$ cat src/rtl/move_controller_pkg.sv
// Shared definitions for the 2048 move sequencer: direction bit positions,
// FSM state encoding, spawn value codes and small combinational helpers.
package move_controller_pkg;

    localparam int BOARD_CELLS = 16;

    // Direction bit positions on btn_dir / ready_to_board / move_done
    localparam int DIR_LEFT  = 0;
    localparam int DIR_DOWN  = 1;
    localparam int DIR_RIGHT = 2;
    localparam int DIR_UP    = 3;

    // Tile value codes driven to the board (log2 of the tile)
    localparam logic [3:0] VAL_TILE2 = 4'd1;
    localparam logic [3:0] VAL_TILE4 = 4'd2;

    // Galois feedback mask for x^16 + x^14 + x^13 + x^11 (right-shifting form)
    localparam logic [15:0] LFSR_TAPS = 16'hB400;

    typedef enum logic [2:0] {
        ST_INIT   = 3'd0,
        ST_IDLE   = 3'd1,
        ST_MOVE   = 3'd2,
        ST_CHECK  = 3'd3,
        ST_PICK   = 3'd4,
        ST_SPAWN  = 3'd5,
        ST_SETTLE = 3'd6,
        ST_OVER   = 3'd7
    } mc_state_e;

    // One step of the spawn LFSR
    function automatic logic [15:0] lfsr_step(input logic [15:0] cur);
        logic [15:0] nxt;
        if (cur[0]) begin
            nxt = (cur >> 1) ^ LFSR_TAPS;
        end else begin
            nxt = cur >> 1;
        end
        return nxt;
    endfunction

    // True when exactly one of the four direction bits is set
    function automatic logic is_onehot4(input logic [3:0] v);
        return (v != 4'd0) && ((v & (v - 4'd1)) == 4'd0);
    endfunction

    // Bit index of a one-hot direction vector
    function automatic logic [1:0] dir_index(input logic [3:0] onehot);
        logic [1:0] idx;
        case (onehot)
            4'b0001: idx = 2'd0;
            4'b0010: idx = 2'd1;
            4'b0100: idx = 2'd2;
            4'b1000: idx = 2'd3;
            default: idx = 2'd0;
        endcase
        return idx;
    endfunction

endpackage

$ cat src/rtl/move_controller_lfsr16.sv
// Free-running 16-bit Galois LFSR used to pick spawn cells and tile values.
// It steps every cycle so spawn choices depend on when the player presses.
module move_controller_lfsr16
    import move_controller_pkg::*;
#(
    parameter logic [15:0] SEED = 16'hACE1
) (
    input  logic        clk,
    input  logic        rst,
    output logic [15:0] q
);

    logic [15:0] lfsr_q;

    // LFSR state: reload the seed on reset, otherwise advance one step
    always_ff @(posedge clk) begin
        if (rst) begin
            lfsr_q <= SEED;
        end else begin
            lfsr_q <= lfsr_step(lfsr_q);
        end
    end

    assign q = lfsr_q;

endmodule

$ cat src/rtl/move_controller.sv
// Upstream sequencer for the 2048 board: issues one-hot move requests,
// waits for the board to settle, then spawns a 2/4 tile on a pseudo-random
// empty cell. Also seeds the start tiles after reset and flags game-over.
// All outputs are registered, decoded from the next state.
module move_controller
    import move_controller_pkg::*;
#(
    parameter logic [15:0] LFSR_SEED    = 16'hACE1,
    parameter int          INIT_TILES   = 2,
    parameter int          MOVE_TIMEOUT = 64
) (
    input  logic        clk,
    input  logic        rst,
    input  logic [3:0]  btn_dir,
    input  logic [15:0] occupied,
    input  logic [3:0]  move_done,
    output logic [3:0]  ready_to_board,
    output logic        preset_ext,
    output logic [3:0]  preset_location,
    output logic [3:0]  value_from_preset,
    output logic        busy,
    output logic        game_over
);

    localparam int TMO_W = $clog2(MOVE_TIMEOUT);
    localparam logic [TMO_W-1:0] TMO_LAST = TMO_W'(MOVE_TIMEOUT - 1);

    logic [15:0]      lfsr_s;

    mc_state_e        state_q, state_d;
    logic [1:0]       dir_q, dir_d;
    logic [15:0]      occ_q, occ_d;
    logic [3:0]       scan_q, scan_d;
    logic [3:0]       scan_cnt_q, scan_cnt_d;
    logic [3:0]       chosen_q, chosen_d;
    logic [TMO_W-1:0] tmo_q, tmo_d;
    logic [4:0]       spawn_cnt_q, spawn_cnt_d;
    logic             fill_q, fill_d;

    logic [3:0]       ready_q, ready_d;
    logic             preset_q, preset_d;
    logic [3:0]       loc_q, loc_d;
    logic [3:0]       val_q, val_d;
    logic             busy_q, busy_d;
    logic             over_q, over_d;

    move_controller_lfsr16 #(
        .SEED (LFSR_SEED)
    ) u_lfsr16 (
        .clk (clk),
        .rst (rst),
        .q   (lfsr_s)
    );

    // Next-state logic: sequencing, occupancy snapshot, scan and timeout counters
    always_comb begin
        state_d     = state_q;
        dir_d       = dir_q;
        occ_d       = occ_q;
        scan_d      = scan_q;
        scan_cnt_d  = scan_cnt_q;
        chosen_d    = chosen_q;
        tmo_d       = tmo_q;
        spawn_cnt_d = spawn_cnt_q;
        fill_d      = fill_q;
        case (state_q)
            ST_INIT: begin
                if (spawn_cnt_q < 5'(INIT_TILES)) begin
                    state_d    = ST_PICK;
                    fill_d     = 1'b1;
                    scan_d     = lfsr_s[3:0];
                    scan_cnt_d = 4'd0;
                end else begin
                    state_d = ST_IDLE;
                    fill_d  = 1'b0;
                end
            end
            ST_IDLE: begin
                if (is_onehot4(btn_dir)) begin
                    state_d = ST_MOVE;
                    dir_d   = dir_index(btn_dir);
                    occ_d   = occupied;
                    tmo_d   = '0;
                end else begin
                    state_d = ST_IDLE;
                end
            end
            ST_MOVE: begin
                if (move_done[dir_q] || (tmo_q == TMO_LAST)) begin
                    state_d = ST_CHECK;
                end else begin
                    tmo_d = tmo_q + TMO_W'(1);
                end
            end
            ST_CHECK: begin
                // A move that left the board untouched earns no new tile
                if (occupied == occ_q) begin
                    state_d = ST_IDLE;
                end else begin
                    state_d    = ST_PICK;
                    scan_d     = lfsr_s[3:0];
                    scan_cnt_d = 4'd0;
                end
            end
            ST_PICK: begin
                if (!occupied[scan_q]) begin
                    state_d  = ST_SPAWN;
                    chosen_d = scan_q;
                end else if (scan_cnt_q == 4'd15) begin
                    state_d = ST_OVER;
                end else begin
                    scan_d     = scan_q + 4'd1;
                    scan_cnt_d = scan_cnt_q + 4'd1;
                end
            end
            ST_SPAWN: begin
                state_d = ST_SETTLE;
            end
            ST_SETTLE: begin
                if (fill_q) begin
                    spawn_cnt_d = spawn_cnt_q + 5'd1;
                    state_d     = ST_INIT;
                end else begin
                    state_d = ST_IDLE;
                end
            end
            ST_OVER: begin
                state_d = ST_OVER;
            end
            default: begin
                state_d = ST_INIT;
            end
        endcase
    end

    // Output decode from the next state so every output leaves a flop.
    // The tile value uses the LFSR value that will be live in the SPAWN cycle.
    always_comb begin
        ready_d  = 4'd0;
        preset_d = 1'b0;
        loc_d    = 4'd0;
        val_d    = 4'd0;
        busy_d   = 1'b1;
        over_d   = 1'b0;
        case (state_d)
            ST_MOVE: begin
                ready_d = 4'd1 << dir_d;
            end
            ST_SPAWN: begin
                preset_d = 1'b1;
                loc_d    = chosen_d;
                if ((lfsr_step(lfsr_s) & 16'h00F0) == 16'h0000) begin
                    val_d = VAL_TILE4;
                end else begin
                    val_d = VAL_TILE2;
                end
            end
            ST_IDLE: begin
                busy_d = 1'b0;
            end
            ST_OVER: begin
                busy_d = 1'b0;
                over_d = 1'b1;
            end
            default: begin
                busy_d = 1'b1;
            end
        endcase
    end

    // State and output registers with synchronous reset
    always_ff @(posedge clk) begin
        if (rst) begin
            state_q     <= ST_INIT;
            dir_q       <= 2'd0;
            occ_q       <= 16'd0;
            scan_q      <= 4'd0;
            scan_cnt_q  <= 4'd0;
            chosen_q    <= 4'd0;
            tmo_q       <= '0;
            spawn_cnt_q <= 5'd0;
            fill_q      <= 1'b0;
            ready_q     <= 4'd0;
            preset_q    <= 1'b0;
            loc_q       <= 4'd0;
            val_q       <= 4'd0;
            busy_q      <= 1'b0;
            over_q      <= 1'b0;
        end else begin
            state_q     <= state_d;
            dir_q       <= dir_d;
            occ_q       <= occ_d;
            scan_q      <= scan_d;
            scan_cnt_q  <= scan_cnt_d;
            chosen_q    <= chosen_d;
            tmo_q       <= tmo_d;
            spawn_cnt_q <= spawn_cnt_d;
            fill_q      <= fill_d;
            ready_q     <= ready_d;
            preset_q    <= preset_d;
            loc_q       <= loc_d;
            val_q       <= val_d;
            busy_q      <= busy_d;
            over_q      <= over_d;
        end
    end

    assign ready_to_board    = ready_q;
    assign preset_ext        = preset_q;
    assign preset_location   = loc_q;
    assign value_from_preset = val_q;
    assign busy              = busy_q;
    assign game_over         = over_q;

endmodule
$ cat config.mk
export PLATFORM = sky130hd
export DESIGN_NAME = move_controller
export DESIGN_NICKNAME = d
export VERILOG_FILES = /design/src/rtl/move_controller_pkg.sv /design/src/rtl/move_controller_lfsr16.sv /design/src/rtl/move_controller.sv
export SDC_FILE = /design/constraint.sdc
export NUM_CORES = 1
export LEC_CHECK = 0
export CAP_MARGIN = 20
export CORE_MARGIN = 5
export CORE_UTILIZATION = 35
export DETAILED_ROUTE_END_ITERATION = 12
export PLACE_DENSITY = 0.65
export SYNTH_ARGS = -nofsm -noshare
export SYNTH_HDL_FRONTEND = slang
export SYNTH_SLANG_ARGS = --single-unit
$ cat constraint.sdc
create_clock -name clk -period 5.7 [get_ports clk]
set_input_delay 1.425 -clock clk [delete_from_list [all_inputs] [get_ports clk]]
set_output_delay 1.425 -clock clk [all_outputs]
set_load 0.005 [all_outputs]
==> results_dict.tcl, run 1 <==
set metrics [dict create \
    insertedDiodeCount 0 \
    synthMuxAreaShare_pct 12.95 \
    gp_congestion 0.8335 \
    synthTopCellsByCount "dfxtp_1 (74), nor2_1 (43), mux2i_1 (28)" \
    r2r-end "preset_location[3]$_SDFF_PP0_" \
    period_minus_slack_ns 3.867 \
    num-fill-cells 885 \
    synthArstFlopShare_pct 0 \
    endpoint_kind "register" \
    grt_overflow 0 \
    worstPathArrival_ns 4.15 \
    synth_top_area_share_pct 43.82 \
    start_util_pct 36.24 \
    hold_buffers 0 \
    crit_required_ns 5.98 \
    ant_nets 0 \
    rows 35 \
    root_buffer "clkbuf_8" \
    rsz0062_at_grt "false" \
    synth-seq-cells 74 \
    ys_top_cells_by_area "dfxtp_1 (44%), mux2i_1 (8.3%), xor2_1 (6.0%), nor2_1 (4.8%), nand2_1 (2.7%)" \
    core_um2 9328 \
    dp_cells 501 \
    synth.yosys.warnings 0 \
    worstMarginPinSlew_ns 0.9906 \
    reg2reg_slack_ns 2.89 \
    yosysSeqAreaShare_pct 43.82 \
    grt.total_usage_pct 12.33 \
    outcome "finished clean" \
    synth_compound_gate_area_share_pct 9.548 \
    synth-simple-area-share_pct 21.24 \
    antenna_found_initial 0 \
    fin_util_pct 43.41 \
    die_x_um 108.3 \
    fin_area_um2 4049 \
    power.leakage_nw 1.546 \
    synth-xor-area-share_pct 6.995 \
    worstRegToRegCells 7 \
    wire_per_inst_um 13.18 \
    synth_top_family_by_area "simple AND/OR/NAND/NOR gates" \
    netlist_area_um2 3381 \
    min_path_cells 1 \
    drtIter0Drc 84 \
    min-delay-start "u_lfsr16.q[12]$_SDFF_PP0_" \
    fin_total_pwr_mw 1.284 \
    yosys.area.top_type "dfxtp_1" \
    grt_pass1_wl_um 11290 \
    setup_viol 0 \
    dpl_cell_area_um2 3825 \
    fin_cells 517 \
    timing.final.crit_share_pct 67.85 \
    drcViolationCount 0 \
    synth_edf_count 0 \
    vias_per_cell 4.915 \
    port_buffers 38 \
    hold_end "u_lfsr16.q[11]$_SDFF_PP1_" \
    post_cts.repair.setup_buffers 0 \
    maxCapViolations 0 \
    skew_ns 0.009142 \
    clk_latency_ns 0.35 \
    nets 413 \
    ctsResizeCount 0 \
    grt_max_degree 60 \
    cp_top_family "compound AO/OA/AOI/OAI gates" \
    crit_fanout 9 \
    yosysMostFrequentCell "dfxtp_1" \
    drv_slew 0 \
    area_growth_pct 19.76 \
    worstReg2RegStart "scan_q[1]$_SDFFE_PP0P_" \
    routed_wl_um 6816 \
    hold_viol 0 \
    cpMaxStageDelayCell "or4_1" \
    first_global_vias 2392 \
    dpl.hpwl_um 4961 \
    dieArea_um2 11720 \
    irDropWorstVdd_mv 0.1526 \
    syn_area_per_cell_um2 9.604 \
    numCtsBuffers 9 \
    ys.flop_type "dfxtp_1" \
    synth_cells 352 \
    critPathMaxStageDelay_ns 0.64 \
    fmax_mhz 258.6 \
    cts.clk_slew.worst_paths_ns 0.07 \
    firstDrtPassIters 4 \
    power_density_nw_per_um2 317.2 \
    ctsHtreeMaxLevel 3 \
    cts_buffer_depth 2 \
    crit_type "input pin to register" \
    cts_tree "yes" \
    tns_ns 0 \
    synth_cell_types 53 \
    worstPathCellList "clkdlybuf4s50_1 > xor2_1 > o211ai_1 > nand2_1 > o311ai_0 > o31ai_4 > or4_1 > nor2_2" \
    numClockSinks 74 \
    drive_gt1_share_pct 12.37 \
    min_path_type "register to register" \
    synthAdderAreaFrac_pct 1.480 \
    ios 41 \
    cp.buffers_inverters 1 \
    cp-start-kind "input pin" \
    num_vias 2541 \
    die_h_um 108.3 \
    relSlewSlack_pct 33.96 \
]
==> through the flow <==
step	setup WS, ns	hold slack (ns)
6_report	1.833	0.4099
5_1_grt	1.706	0.4458
4_1_cts	1.871	0.4116
3_5_place_dp	1.518	0.3955
3_3_place_gp	1.583	0.3943
2_1_floorplan	2.361	0.3895
==> cell usage in the layout, fill, tap and decap left out, types with 3 or more instances in the layout <==
cell type and n:
a21oi_1 12, a31oi_1 3, and3_1 8, clkbuf_8 13
clkdlybuf4s50_1 37, dfxtp_1 74, ha_1 4, inv_1 6
mux2i_1 28, nand2_1 24, nand3_1 6, nand4_1 4
nor2_1 43, nor2_2 5, nor2b_1 10, nor3_1 6
nor3b_1 3, nor4_1 8, o211ai_1 5, o21ai_0 5
or2_2 10, or3_1 3, or4_1 3, xnor2_1 4
xor2_1 23
==> report_power, final <==
part	switching, mW	internal [mW]
clock	0.185	0.250
combinational	0.134	0.119
sequential	0.0440	0.552
total	0.363	0.921
==> sequential cells by signal (all words and copies together) (netlist names), 2 cells and up <==
signal / cells
chosen_q: 4
dir_q: 2
occ_q: 16
preset_location: 4
ready_to_board: 4
scan_cnt_q: 4
scan_q: 4
spawn_cnt_q: 5
state_q: 3
tmo_q: 6
u_lfsr16.q: 16
value_from_preset: 2
==> per-layer routing <==
| layer | part of all wire (%) | GRT usage (%) |
|---|---|---|
| met1 | 44 | 14.71 |
| met2 | 50 | 20.56 |
| met3 | 4.8 | 4.418 |
| met4 | 1.6 | 4.238 |
| met5 | 0 | 0 |
==> area by class of cell <==
class                      count  area [um2]  area share [%]
clock inverter                 3       45.04           1.112
clock buffer                  13       178.9           4.419
tap                          129       161.4           3.986
inverter                       6       22.52          0.5562
multi-input combinational    253        1777           43.88
timing repair buffer          39       382.9           9.456
sequential                    74        1481           36.59
==> kinds of logic after synthesis <==
family                   count (synthesis)
AND/OR/NAND/NOR                        141
flip-flops                              74
AO/OA/AOI/OAI                           44
multiplexers                            35
XOR/XNOR                                27
buffers and inverters                   26
adder cells (fa/ha/maj)                  4
other                                    1
==> how the worst max path moves through the flow <==
stage | to | slack [ns] | start | cells after the start
final | preset_location[3]$_SDFF_PP0_ | 1.83 | btn_dir[3] | 8
after global routing | preset_location[2]$_SDFF_PP0_ | 1.71 | btn_dir[3] | 8
after CTS | preset_location[3]$_SDFF_PP0_ | 1.87 | btn_dir[3] | 8
after detailed placement | preset_location[3]$_SDFF_PP0_ | 1.52 | btn_dir[3] | 8
after global placement | preset_location[2]$_SDFF_PP0_ | 1.58 | btn_dir[3] | 8
after floorplan | value_from_preset[0]$_SDFF_PP0_ | 2.36 | occupied[2] | 8
No activity file was read; power rests on OpenSTA's default activity.
==> run 2, diff against run 1 <==
- clock period: 5.7 -> 3.9 ns (I/O delays scaled with it)
==> run 2 against run 1 <==
Critical path depth is the same. Power grew 47%. Critical endpoint is now value_from_preset[0]$_SDFF_PP0_. Worst setup slack got worse by 1.2 ns. First-iteration DRC count up 38%. Clock skew decreased by 0.0021 ns. Via count grew 1.9%. Register-to-register slack got worse by 1.8 ns. Sequential cell count did not move. Non-clock buffer count rose by 5. Sequential power up 46%. Largest cell class unchanged. Cell area is 0.68% higher.
==> results_dict.tcl, run 2 (same netlist as run 1, synthesis figures left out) <==
set metrics [dict create \
    min_path_cells 1 \
    fin_total_pwr_mw 1.886 \
    area_growth_pct 20.58 \
    grt_max_degree 37 \
    insertedDiodeCount 0 \
    cp-start-kind "input pin" \
    numClockSinks 74 \
    worstMarginPinSlew_ns 0.6506 \
    final_cell_mix "dfxtp_1 (74), nor2_1 (43), clkdlybuf4s50_1 (37)" \
    drv_slew 0 \
    post_cts.repair.setup_buffers 0 \
    worstReg2RegStart "scan_q[1]$_SDFFE_PP0P_" \
    cts_buffer_depth 2 \
    dpl.hpwl_um 5067 \
    min-delay-start "u_lfsr16.q[12]$_SDFF_PP0_" \
    intPower_mw 1.348 \
    grt.total_usage_pct 12.60 \
    power_density_nw_per_um2 462.7 \
    tns_ns 0 \
    worstRegToRegCells 7 \
    p_sw_mw 0.5385 \
    dieArea_um2 11720 \
    hold_buffers 0 \
    rows 35 \
    vias_per_cell 4.960 \
    r2r-end "value_from_preset[0]$_SDFF_PP0_" \
    outcome "finished clean" \
    ctsHtreeMaxLevel 3 \
    min_path_type "register to register" \
    rsz0062_at_grt "false" \
    comb_power_share_pct 20.8 \
    fin_area_um2 4076 \
    ctsResizeCount 0 \
    antenna_found_initial 0 \
    fmax_mhz 303.8 \
    nets 418 \
    routed_wl_um 6976 \
    worstPathArrival_ns 3.57 \
    start_util_pct 36.24 \
    crit_fanout 7 \
    firstDrtPassIters 4 \
    port_buffers 38 \
    cts_tree "yes" \
    gp_congestion 0.7800 \
    power.leakage_nw 1.574 \
    setup_viol 0 \
    num_vias 2589 \
    wire_per_inst_um 13.36 \
    reg2reg_slack_ns 1.13 \
    seq_power_share_pct 46.2 \
    dpl_cell_area_um2 3862 \
    hold_viol 0 \
    core_um2 9328 \
    die_x_um 108.3 \
    cts.clk_slew.worst_paths_ns 0.07 \
    relSlewSlack_pct 56.63 \
    hold_end "u_lfsr16.q[11]$_SDFF_PP1_" \
    endpoint_kind "register" \
    crit_required_ns 4.18 \
    crit_type "input pin to register" \
    period_minus_slack_ns 3.291 \
    grt_overflow 0 \
    grt_pass1_wl_um 11760 \
    die_h_um 108.3 \
    numCtsBuffers 9 \
    clkPwrFrac_pct 33.0 \
    irDropWorstVdd_mv 0.2356 \
    root_buffer "clkbuf_8" \
    skew_ns 0.006998 \
    drtIter0Drc 116 \
    drive_gt1_share_pct 13.49 \
    clk_latency_ns 0.34 \
    timing.final.crit_share_pct 84.39 \
    final_common_cell "dfxtp_1" \
    first_global_vias 2631 \
    ant_nets 0 \
    swShare_pct 28.55 \
    ios 41 \
    maxCapViolations 0 \
    drcViolationCount 0 \
]
[run 2: worst max-delay path: stages]
cell and delay, ns:
clkdlybuf4s50_1 0.46, xor2_1 0.17, nor4_1 0.40, nand4_1 0.32, nor3_1 0.38, o31ai_4 0.10
or4_1 0.60, nor2b_2 0.16
[run 2: area by class of cell]
| cell class | instances | area, um2 |
|---|---|---|
| Inverter | 6 | 22.52 |
| Clock buffer | 12 | 165.2 |
| Sequential cell | 74 | 1481 |
| Timing Repair Buffer | 44 | 420.4 |
| Clock inverter | 4 | 48.80 |
| Tap cell | 129 | 161.4 |
| Multi-Input combinational cell | 253 | 1777 |
| Fill cell | 891 | 5251 |
[run 2: worst max-delay path by stage]
| stage | from | endpoint | slack [ns] | cells after the start |
|---|---|---|---|---|
| final | occupied[7] | value_from_preset[0]$_SDFF_PP0_ | 0.61 | 8 |
| after detailed placement | occupied[7] | preset_location[1]$_SDFF_PP0_ | 0.24 | 8 |
| after global placement | occupied[7] | preset_location[1]$_SDFF_PP0_ | 0.32 | 8 |
| after CTS | occupied[7] | value_from_preset[0]$_SDFF_PP0_ | 0.60 | 8 |
| after floorplan | occupied[2] | value_from_preset[0]$_SDFF_PP0_ | 1.01 | 8 |
| after global routing | occupied[7] | preset_location[2]$_SDFF_PP0_ | 0.46 | 8 |
[run 2: power by group through the flow]
stage | Sequential, mW | Clock [mW] | Combinational, mW
after floorplan | 0.849 | 0 | 0.306
after global placement | 0.887 | 0 | 0.390
after detailed placement | 0.890 | 0 | 0.395
after CTS | 0.872 | 0.643 | 0.397
after global routing | 0.883 | 0.673 | 0.435
final | 0.872 | 0.622 | 0.392
[run 2: through the flow]
stage | utilization (%) | cells | hold slack (ns) | worst slack (ns)
after global routing | 43.70 | 522 | 0.4286 | 0.4616
after floorplan | - | 353 | 0.3895 | 1.011
final | 43.70 | 522 | 0.4143 | 0.6088
after global placement | 41.41 | 506 | 0.3981 | 0.3221
after CTS | 43.70 | 522 | 0.4182 | 0.6001
after detailed placement | 41.41 | 506 | 0.4010 | 0.2439
[run 2: per-layer routing]
| metal | GRT usage (%) | wire [um] |
|---|---|---|
| met1 | 14.17 | 3078 |
| met3 | 4.239 | 321 |
| met2 | 21.80 | 3392 |
| met5 | 0 | 0 |
| met4 | 5.230 | 183 |
==> run 3, diff against run 2 <==
- PLACE_DENSITY: 0.65 -> 0.67
- clock period: 3.9 -> 2.67 ns (I/O delays scaled with it)
==> run 3 against run 2 <==
Register-to-register slack worse by 1.0 ns. Cell area up 6.9%. Cell count up 6.7%. Combinational power up 83%. Clock skew up 0.0036 ns. Worst setup slack worse by 0.50 ns. Power up 48%. Sequential cell count unchanged. Die area unchanged.
==> results_dict.tcl, run 3 (same netlist as run 1, synthesis figures left out) <==
set metrics [dict create \
    cts.clk_slew.worst_paths_ns 0.07 \
    die_x_um 108.3 \
    cts_tree "yes" \
    drcViolationCount 0 \
    port_buffers 38 \
    skew_ns 0.01061 \
    root_buffer "clkbuf_8" \
    ctsHtreeMaxLevel 3 \
    maxCapViolations 0 \
    grt_overflow 0 \
    area_growth_pct 28.87 \
    worstMarginPinSlew_ns 0.6850 \
    dpl.hpwl_um 5293 \
    ant_nets 0 \
    crit_fanout 8 \
    nets 453 \
    core_um2 9328 \
    endpoint_kind "register" \
    timing.final.crit_share_pct 96.10 \
    drv_slew 0 \
    vias_per_cell 4.819 \
    drtIter0Drc 86 \
    dieArea_um2 11720 \
    hold_viol 0 \
    period_minus_slack_ns 2.566 \
    antenna_found_initial 0 \
    grt.total_usage_pct 13.24 \
    numClockSinks 74 \
    relSlewSlack_pct 53.75 \
    start_util_pct 36.24 \
    clk_latency_ns 0.35 \
    cpMaxStageDelayCell "or4_1" \
    ios 41 \
    final_common_cell "dfxtp_1" \
    crit_type "input pin to register" \
    insertedDiodeCount 0 \
    rows 35 \
    gp_congestion 0.8234 \
    grt_pass1_wl_um 12250 \
    critPathMaxStageDelay_ns 0.49 \
    min_path_type "register to register" \
    tns_ns 0 \
    grt_max_degree 42 \
    wire_per_inst_um 12.68 \
    power_density_nw_per_um2 640.4 \
    die_h_um 108.3 \
    crit_required_ns 2.91 \
    drive_gt1_share_pct 21.96 \
    fmax_mhz 389.7 \
    hold_buffers 0 \
    num_vias 2684 \
    irDropWorstVdd_mv 0.2586 \
    whs_ns 0.4079 \
    fin_total_pwr_mw 2.790 \
    finalWorstSetupSlack_ns 0.1041 \
    first_global_vias 2696 \
    numCtsBuffers 9 \
    outcome "finished clean" \
    final_cell_mix "dfxtp_1 (74), nor2_1 (43), buf_4 (39)" \
    worstPathCellList "clkdlybuf4s50_1 > buf_4 > or4_1 > nand2_1 > o311ai_2 > o31ai_4 > buf_6 > nand3_2 > mux2_4" \
    cts_buffer_depth 2 \
    setup_viol 0 \
    rsz0062_at_grt "false" \
    firstDrtPassIters 4 \
    worstPathArrival_ns 2.80 \
    cp-start-kind "input pin" \
    power.leakage_nw 1.764 \
    routed_wl_um 7063 \
    dpl_worst_slack_ns -0.6679 \
]
## run 3: cell types whose count changed in the layout (fill, tap and decap cells not counted), moves of 2 or more
cell / change
buf_4: +33
clkdlybuf4s50_1: -16
dlygate4sd2_1: +14
clkbuf_1: +4
clkbuf_8: -3
a31oi_1: -2
dlymetal6s2s_1: +2
mux4_1: -2
mux4_2: +2
nor4_1: -2
nor4_2: +2
## run 3: layout make-up
class | count | area [um2]
clock buffers | 13 | 138.9
flip-flops and latches | 74 | 1481
repair buffers | 79 | 686.9
multi-input cells | 253 | 1826
fillers | 902 | 4971
clock inverters | 3 | 40.04
well taps | 129 | 161.4
inverters | 6 | 22.52
## run 3: power breakdown
part / switching [mW] / internal, mW
registers: 0.0740 / 1.18
clock network: 0.389 / 0.431
logic: 0.348 / 0.369
total: 0.811 / 1.98
## run 3: per-layer routing
metal  track usage, %  routed length [um]  vias to the layer above
met5                0                   0                        -
met4            5.410                 101                        0
met3            3.582                 268                        9
met2            22.74                3516                       41
met1            15.62                3177                     1268
li1                 -                   -                     1366
## run 3: metrics by stage
step           util, %  cells  instance area (um2)
2_1_floorplan        -    353                 3385
3_3_place_gp     44.28    540                 4130
3_5_place_dp     44.28    540                 4130
4_1_cts          46.40    557                 4328
5_1_grt          46.71    557                 4357
6_report         46.71    557                 4357
## run 3: what timing repair did
| item | 4_1_cts | 5_1_grt |
|---|---|---|
| endpoints found under the setup margin | 22 | 18 |
| pin swaps | 8 | 0 |
| setup buffers | 2 | 0 |
| gates resized for setup | 23 | 6 |
## run 3: worst paths after layout
check / start / endpoint / slack [ns] / cells after the start
max: btn_dir[3] / tmo_q[5]$_SDFFE_PP0P_ / 0.10 / 9
min: u_lfsr16.q[12]$_SDFF_PP0_ / u_lfsr16.q[11]$_SDFF_PP1_ / 0.41 / 1
max reg2reg: scan_q[2]$_SDFFE_PP0P_ / tmo_q[5]$_SDFFE_PP0P_ / 0.13 / 7
min reg2reg: u_lfsr16.q[12]$_SDFF_PP0_ / u_lfsr16.q[11]$_SDFF_PP1_ / 0.41 / 1
## run 3: worst max-delay path, delay by kind of cell
family | cells | cell delay (ns)
compound gates | 2 | 0.34
simple gates | 3 | 0.71
buf+inv | 3 | 0.80
mux | 1 | 0.29
